===== config.mk =====
export PLATFORM = sky130hd
export DESIGN_NAME = led_pattern_sequencer_flat
export DESIGN_NICKNAME = d
export VERILOG_FILES = /design/src/rtl/led_pattern_sequencer_pkg.sv /design/src/rtl/led_pattern_sequencer_if.sv /design/src/rtl/led_pattern_sequencer_timer.sv /design/src/rtl/led_pattern_sequencer.sv /design/src/flat_wrapper.sv
export SDC_FILE = /design/constraint.sdc
export NUM_CORES = 1
export LEC_CHECK = 0
export ABC_AREA = 1
export BUFFER_PORTS_ARGS = -buffer_cell sky130_fd_sc_hd__buf_2
export CORE_ASPECT_RATIO = 1.4
export CORE_UTILIZATION = 45
export DETAILED_ROUTE_END_ITERATION = 7
export PLACE_DENSITY = 0.72
export SETUP_SLACK_MARGIN = 0.15
export SLEW_MARGIN = 20
export SYNTH_ARGS = -nofsm -noshare
export SYNTH_HDL_FRONTEND = slang
export SYNTH_HIERARCHICAL = 1
export SYNTH_SLANG_ARGS = --single-unit

===== constraint.sdc =====
create_clock -name sys_clk -period 2.7 [get_ports sys_clk]
set_input_delay 0.405 -clock sys_clk [delete_from_list [all_inputs] [get_ports sys_clk]]
set_output_delay 0.405 -clock sys_clk [all_outputs]
set_load 0.01 [all_outputs]

===== src/rtl/led_pattern_sequencer_pkg.sv =====
// Shared types and constants for the LED pattern sequencer.
package led_seq_pkg;

  // Address stepping order through the pattern window
  typedef enum logic [1:0] {
    MODE_UP       = 2'd0,
    MODE_DOWN     = 2'd1,
    MODE_PINGPONG = 2'd2,
    MODE_RSVD     = 2'd3
  } seq_mode_t;

  typedef enum logic [2:0] {
    S_IDLE  = 3'd0,
    S_FETCH = 3'd1,
    S_LOAD  = 3'd2,
    S_SHOW  = 3'd3,
    S_DONE  = 3'd4
  } seq_state_t;

  // Pattern memory returns data one clock after it samples the address
  localparam int MEM_RD_LATENCY = 1;

endpackage


===== src/rtl/led_pattern_sequencer_if.sv =====
// Read port between the sequencer (master) and the registered-output pattern memory (slave).
interface led_pattern_sequencer_if #(
  parameter int DATA_WIDTH = 8,
  parameter int ADDR_WIDTH = 4
);

  logic [ADDR_WIDTH-1:0] addr_o;
  logic [DATA_WIDTH-1:0] mem_data_i;

  modport master (output addr_o, input mem_data_i);
  modport slave  (input addr_o, output mem_data_i);

endinterface


===== src/rtl/led_pattern_sequencer_timer.sv =====
// Hold-period down-counter; o_expire marks the last cycle of the loaded period.
module led_step_timer #(
  parameter int TICK_WIDTH = 24
) (
  input  logic                  sys_clk,
  input  logic                  reset,
  input  logic                  i_load,
  input  logic [TICK_WIDTH-1:0] i_load_val,
  input  logic                  i_en,
  output logic                  o_expire
);

  localparam logic [TICK_WIDTH-1:0] L_ONE = TICK_WIDTH'(1);

  logic [TICK_WIDTH-1:0] r_count;

  // Load has priority; count never wraps below zero
  always_ff @(posedge sys_clk or negedge reset) begin
    if (!reset) begin
      r_count <= '0;
    end else if (i_load) begin
      r_count <= i_load_val;
    end else if (i_en && (r_count != '0)) begin
      r_count <= r_count - L_ONE;
    end
  end

  assign o_expire = (r_count == L_ONE);

endmodule


===== src/rtl/led_pattern_sequencer.sv =====
// LED pattern sequencer: walks an address window of the pattern memory and
// displays each fetched word for a programmable hold period.
//
// state   | meaning
// S_IDLE  | waiting for start, outputs hold
// S_FETCH | memory samples addr_o
// S_LOAD  | read data valid, captured into led_o on exit
// S_SHOW  | holding pattern for the effective period
// S_DONE  | one-cycle completion pulse
module led_pattern_sequencer
  import led_seq_pkg::*;
#(
  parameter int DATA_WIDTH = 8,
  parameter int MEM_DEPTH  = 16,
  parameter int ADDR_WIDTH = $clog2(MEM_DEPTH),
  parameter int TICK_WIDTH = 24
) (
  input  logic                  sys_clk,
  input  logic                  reset,
  input  logic                  start_i,
  input  logic                  stop_i,
  input  logic [1:0]            mode_i,
  input  logic                  loop_i,
  input  logic [ADDR_WIDTH-1:0] first_addr_i,
  input  logic [ADDR_WIDTH-1:0] last_addr_i,
  input  logic [TICK_WIDTH-1:0] period_i,
  led_pattern_sequencer_if.master mem,
  output logic [DATA_WIDTH-1:0] led_o,
  output logic                  led_valid_o,
  output logic                  step_o,
  output logic                  busy_o,
  output logic                  done_o,
  output logic                  err_o
);

  localparam logic [ADDR_WIDTH-1:0] L_A1 = ADDR_WIDTH'(1);
  localparam logic [TICK_WIDTH-1:0] L_T1 = TICK_WIDTH'(1);

  seq_state_t            r_state;
  seq_mode_t             r_mode;
  logic                  r_loop;
  logic                  r_dir_up;
  logic [ADDR_WIDTH-1:0] r_first;
  logic [ADDR_WIDTH-1:0] r_last;
  logic [ADDR_WIDTH-1:0] r_addr;
  logic [TICK_WIDTH-1:0] r_period;
  logic [DATA_WIDTH-1:0] r_led;
  logic                  r_led_valid;
  logic                  r_step;
  logic                  r_busy;
  logic                  r_done;
  logic                  r_err;

  logic [ADDR_WIDTH-1:0] w_next_addr;
  logic                  w_next_dir_up;
  logic                  w_finished;
  logic [TICK_WIDTH-1:0] w_period_eff;
  logic                  w_expire;
  logic                  w_tmr_load;
  logic                  w_tmr_en;

  assign w_period_eff = (period_i == '0) ? L_T1 : period_i;
  assign w_tmr_load   = (r_state == S_LOAD);
  assign w_tmr_en     = (r_state == S_SHOW);

  led_step_timer #(
    .TICK_WIDTH (TICK_WIDTH)
  ) u_timer (
    .sys_clk    (sys_clk),
    .reset      (reset),
    .i_load     (w_tmr_load),
    .i_load_val (r_period),
    .i_en       (w_tmr_en),
    .o_expire   (w_expire)
  );

  // Next address within [first,last]; w_finished flags the end of one full pass
  always_comb begin
    w_next_addr   = r_addr;
    w_next_dir_up = r_dir_up;
    w_finished    = 1'b0;
    case (r_mode)
      MODE_DOWN: begin
        if (r_addr == r_first) begin
          w_finished  = 1'b1;
          w_next_addr = r_last;
        end else begin
          w_next_addr = r_addr - L_A1;
        end
      end
      MODE_PINGPONG: begin
        if (r_dir_up) begin
          if (r_addr == r_last) begin
            if (r_first == r_last) begin
              w_finished  = 1'b1;
              w_next_addr = r_first;
            end else begin
              w_next_dir_up = 1'b0;
              w_next_addr   = r_addr - L_A1;
            end
          end else begin
            w_next_addr = r_addr + L_A1;
          end
        end else begin
          // Back at the lower endpoint: pass complete, turn upward without repeating it
          if (r_addr == r_first) begin
            w_finished    = 1'b1;
            w_next_dir_up = 1'b1;
            w_next_addr   = r_first + L_A1;
          end else begin
            w_next_addr = r_addr - L_A1;
          end
        end
      end
      default: begin
        if (r_addr == r_last) begin
          w_finished  = 1'b1;
          w_next_addr = r_first;
        end else begin
          w_next_addr = r_addr + L_A1;
        end
      end
    endcase
  end

  // Sequencer FSM with registered outputs; stop overrides everything outside IDLE
  always_ff @(posedge sys_clk or negedge reset) begin
    if (!reset) begin
      r_state     <= S_IDLE;
      r_mode      <= MODE_UP;
      r_loop      <= 1'b0;
      r_dir_up    <= 1'b1;
      r_first     <= '0;
      r_last      <= '0;
      r_addr      <= '0;
      r_period    <= '0;
      r_led       <= '0;
      r_led_valid <= 1'b0;
      r_step      <= 1'b0;
      r_busy      <= 1'b0;
      r_done      <= 1'b0;
      r_err       <= 1'b0;
    end else begin
      r_step <= 1'b0;
      r_done <= 1'b0;
      r_err  <= 1'b0;
      if (stop_i && (r_state != S_IDLE)) begin
        r_state <= S_IDLE;
        r_busy  <= 1'b0;
      end else begin
        case (r_state)
          S_IDLE: begin
            if (start_i && !stop_i) begin
              if (first_addr_i > last_addr_i) begin
                r_err <= 1'b1;
              end else begin
                r_mode   <= (mode_i == MODE_RSVD) ? MODE_UP : seq_mode_t'(mode_i);
                r_loop   <= loop_i;
                r_first  <= first_addr_i;
                r_last   <= last_addr_i;
                r_period <= w_period_eff;
                r_addr   <= (mode_i == MODE_DOWN) ? last_addr_i : first_addr_i;
                r_dir_up <= (mode_i != MODE_DOWN);
                r_busy   <= 1'b1;
                r_state  <= S_FETCH;
              end
            end
          end
          S_FETCH: r_state <= S_LOAD;
          S_LOAD: begin
            r_led       <= mem.mem_data_i;
            r_led_valid <= 1'b1;
            r_step      <= 1'b1;
            r_state     <= S_SHOW;
          end
          S_SHOW: begin
            if (w_expire) begin
              if (w_finished && !r_loop) begin
                r_done  <= 1'b1;
                r_state <= S_DONE;
              end else begin
                r_addr   <= w_next_addr;
                r_dir_up <= w_next_dir_up;
                r_state  <= S_FETCH;
              end
            end
          end
          S_DONE: begin
            r_busy  <= 1'b0;
            r_state <= S_IDLE;
          end
          default: begin
            r_busy  <= 1'b0;
            r_state <= S_IDLE;
          end
        endcase
      end
    end
  end

  assign mem.addr_o  = r_addr;
  assign led_o       = r_led;
  assign led_valid_o = r_led_valid;
  assign step_o      = r_step;
  assign busy_o      = r_busy;
  assign done_o      = r_done;
  assign err_o       = r_err;

endmodule


===== src/flat_wrapper.sv =====
// flat-port wrapper written by rule: the top's interface ports become plain ports
module led_pattern_sequencer_flat import led_seq_pkg::*;
#(
  parameter int DATA_WIDTH = 8,
  parameter int MEM_DEPTH  = 16,
  parameter int ADDR_WIDTH = $clog2(MEM_DEPTH),
  parameter int TICK_WIDTH = 24
)
  (sys_clk, reset, start_i, stop_i, mode_i, loop_i, first_addr_i, last_addr_i, period_i, led_o, led_valid_o, step_o, busy_o, done_o, err_o, mem_addr_o, mem_mem_data_i);
  led_pattern_sequencer_if #(.DATA_WIDTH(DATA_WIDTH), .ADDR_WIDTH(ADDR_WIDTH)) mem_i ();
  input  logic sys_clk;
  input  logic reset;
  input  logic start_i;
  input  logic stop_i;
  input  logic [1:0] mode_i;
  input  logic loop_i;
  input  logic [ADDR_WIDTH-1:0] first_addr_i;
  input  logic [ADDR_WIDTH-1:0] last_addr_i;
  input  logic [TICK_WIDTH-1:0] period_i;
  output logic [DATA_WIDTH-1:0] led_o;
  output logic led_valid_o;
  output logic step_o;
  output logic busy_o;
  output logic done_o;
  output logic err_o;
  output wire logic [$bits(mem_i.addr_o)-1:0] mem_addr_o;
  input wire logic [$bits(mem_i.mem_data_i)-1:0] mem_mem_data_i;
  assign mem_addr_o = mem_i.addr_o;
  assign mem_i.mem_data_i = mem_mem_data_i;
  led_pattern_sequencer #(.DATA_WIDTH(DATA_WIDTH), .MEM_DEPTH(MEM_DEPTH), .ADDR_WIDTH(ADDR_WIDTH), .TICK_WIDTH(TICK_WIDTH)) u_core (.sys_clk(sys_clk), .reset(reset), .start_i(start_i), .stop_i(stop_i), .mode_i(mode_i), .loop_i(loop_i), .first_addr_i(first_addr_i), .last_addr_i(last_addr_i), .period_i(period_i), .mem(mem_i), .led_o(led_o), .led_valid_o(led_valid_o), .step_o(step_o), .busy_o(busy_o), .done_o(done_o), .err_o(err_o));
endmodule

==> run_results.csv <==
group,metric,value,unit
run_status,status,"finished, final reports clean",
global_route,busiest_layer,"met2",
synthesis,synth.largest_area_cell,"dfrtp_1",
route,num_vias,4995,
setup_path,critPathLaunchType,"register",
global_route,grt_max_degree,45,
global_route,grt_pass1_wl,22100,um
die,fp.dieW,93.4,um
route,final_antenna_net_count,0,
synthesis,ys_types,38,
synthesis,yosys.area.top_type_share,37.6,%
timing,finalCritPeriodShare,82.4,%
clock_tree,cts_hold_buffers,0,
setup_path,slowest_stage,"dfrtp_1",
synthesis,synth-seq-cells,80,
power_and_ir_drop,powerDensity,1200,nW/um2
finish,regArea,2000,um2
setup_path,worstPathRequired,2.98,ns
timing,fmax,450,MHz
global_route,use_met3,4.31,%
finish,final_core_util,53.3,%
finish,diodes,0,
global_route,grt_usage,23.7,%
route,drtPass1Iterations,5,
timing,rsz0062_at_grt,"no",
synthesis,avgSynthCellArea,6.78,um2
power_and_ir_drop,p_total,0.00725,W
route,wl,13500,um
clock_tree,worstSkewPairLatency,0.34,ns
finish,syn_to_final_growth,14.9,%
synthesis,synthesis.area,5260,um2
die,io_pins,64,
clock_tree,htree_num_levels,3,
placement,portBuffers,63,
clock_tree,root_buffer,"clkbuf_16",
synthesis,seq_area_frac_synth,38.1,%
setup_path,crit_family,"simple AND/OR/NAND/NOR gates",
setup_path,critical_path_class,"register to register",
flow_run,maxCapViolations,0,
timing,setup_viol,0,
global_route,met1_usage,25.6,%
placement,dp_cells,970,
global_route,grt_pass1_vias,4828,
clock_tree,clock_sinks,80,
global_route,antenna_found_initial,0,
timing,finalClockSkew,0.00678,ns
synthesis,synth_area_leaders,"dfrtp_1 38%, nand2_1 23%, nand3_1 5.7%",
die,die-area,12100,um2
min_path,hp-class,"input port to async pin",
finish,fill_cells,1087,
setup_path,worstPathMaxFanout,8,
synthesis,yosys_warnings,6,
clock_tree,path_clk_slew,0.06,ns
die,die_h,130,um
power_and_ir_drop,p_leak,3.24,nW
route,drt_iter0_drc,293,
finish,multi_input_area,2820,um2
finish,fin_nets,896,
finish,finalNonFillerCells,986,
route,viasPerCell,5.07,
synthesis,netlist_instances,776,
finish,final_area,6040,um2
timing,worst_pin_slew,0.665,ns
global_route,grtUsageMet2,42.4,%
setup_path,crit_arrival,2.50,ns
setup_path,cp_cell_sequence,"nor2_1 -> nand2_1 -> nor2_4 -> nand2_1 -> nor4b_2 -> inv_1 -> o21ai_1 -> inv_1 -> nor3_2 -> nand2_4 -> nor2_1 -> nand2_1 -> nand2_1",
global_route,gr-total-overflow,0,
placement,gp_congestion,0.916,
timing,hold_violations,0,
route,drc,0,
finish,drive_gt1_share,17.2,%
clock_tree,cts_tree,"done",
placement,dpl.hpwl,10400,um
timing,drv_slew,0,
route,wl_per_cell,13.7,um
setup_path,rrSetupSlack,0.48,ns
power_and_ir_drop,ir_worst_vdd,0.000533,V
timing,tns,0,ns
clock_tree,cts_buffer_depth,2,
setup_path,max_stage_delay,0.42,ns
die,core_area,11300,um2
placement,place_area,5720,um2
timing,slew_headroom,55.5,%
setup_path,cp.buffers_inverters,2,
setup_path,crit_path_end_kind,"register",
timing,min_period,2.22,ns
synthesis,syn-num-nets,835,
clock_tree,numCtsBuffers,9,
die,placementRows,46,
setup_path,crit_top_cell,"nand2_1",
die,floorplan.initialDensity,46.4,%
==> power by group <==
group          leakage [nW]  internal [W]  switching [W]
combinational          2.08       0.00129        0.00243
clock                 0.154      0.000754       0.000516
sequential             1.01       0.00171       0.000542
==> cell usage in the layout (no fill, tap or decap), drive strengths merged, types with 10 or more instances in the layout <==
master	instances
nand4	10
nor2	75
inv	88
ha	12
buf	71
nand3	62
a21oi	14
nand2	336
dfrtp	79
o21ai	39
clkbuf	10
==> through the flow <==
stage / hold WS, ns / worst slack [ns]
after floorplan: 0.109 / 0.717
after global placement: 0.451 / 0.368
after detailed placement: 0.442 / 0.318
after CTS: 0.0763 / 0.290
after global routing: 0.103 / 0.178
final: 0.0611 / 0.476
==> cells in the mapped netlist (all sizes together) <==
cell type and instances:
a21oi 14, a31oi 1, buf 16, clkbuf 5, clkinv 1, dfrtp 79
dfstp 1, ha 12, inv 85, nand2 336, nand3 62, nand3b 1
nand4 10, nor2 75, nor3 6, nor4 5, nor4b 1, o211ai 7
o21ai 39, o21bai 2, or2 3, xnor2 7, xor2 8
==> worst register-to-register path, cell delays in order (launching register included) <==
cell and delay [ns]:
dfrtp_1 0.42, nor2_1 0.16, nand2_1 0.14, nor2_4 0.15, nand2_1 0.09, nor4b_2 0.29, inv_1 0.14, o21ai_1 0.15
inv_1 0.08, nor3_2 0.23, nand2_4 0.11, nor2_1 0.10, nand2_1 0.05, nand2_1 0.05
==> layer usage <==
metal | share of wire [%] | up-vias
met5 | 0 | -
met4 | 4.9 | 0
met3 | 3.6 | 40
met2 | 53 | 125
met1 | 38 | 2274
li1 | - | 2556
==> state kept, by name, indices dropped and copies added (netlist names), 2 cells and up <==
signal / cells
u_core/r_first: 4
u_core/u_timer/r_count: 24
u_core/r_mode: 2
u_core/led_o: 8
u_core/r_period: 24
u_core/r_state: 3
u_core/r_last: 4
u_core/mem.addr_o: 4
==> layout make-up <==
cell class | count | area share [%]
multi-input cells | 589 | 46.7
flip-flops and latches | 80 | 33.1
repair buffers | 71 | 6.67
inverters | 86 | 5.34
clock buffers | 10 | 3.95
well taps | 144 | 2.98
clock inverters | 6 | 1.22
==> repair_timing <==
item | in CTS | in global routing
buffers inserted | 0 | 0
endpoints found under the setup margin | 0 | 5
gates resized for setup | 0 | 2
==> kinds of logic (layout without fill, tap and decap cells) <==
group,Yosys count,after routing,share of synthesized area [%]
buffers and inverters,107,173,8.51
AO/OA/AOI/OAI,63,63,7.01
XOR/XNOR,15,15,2.50
adder cells (fa/ha/maj),12,12,2.85
AND/OR/NAND/NOR,499,499,41.1
flip-flops,80,80,38.1
==> final timing paths <==
path | startpoint | cells after the start | to
hold / removal | reset | 1 | u_core/r_period[14]
setup reg to reg | u_core/u_timer/r_count[8] | 13 | u_core/mem.addr_o[1]
setup / recovery | u_core/u_timer/r_count[8] | 13 | u_core/mem.addr_o[1]
hold reg to reg | u_core/led_o[1] | 2 | u_core/led_o[1]
max in group asynchronous | reset | 2 | u_core/err_o
min in group sys_clk | mem_mem_data_i[4] | 3 | u_core/led_o[4]
Power figures use the tool's default switching activity.
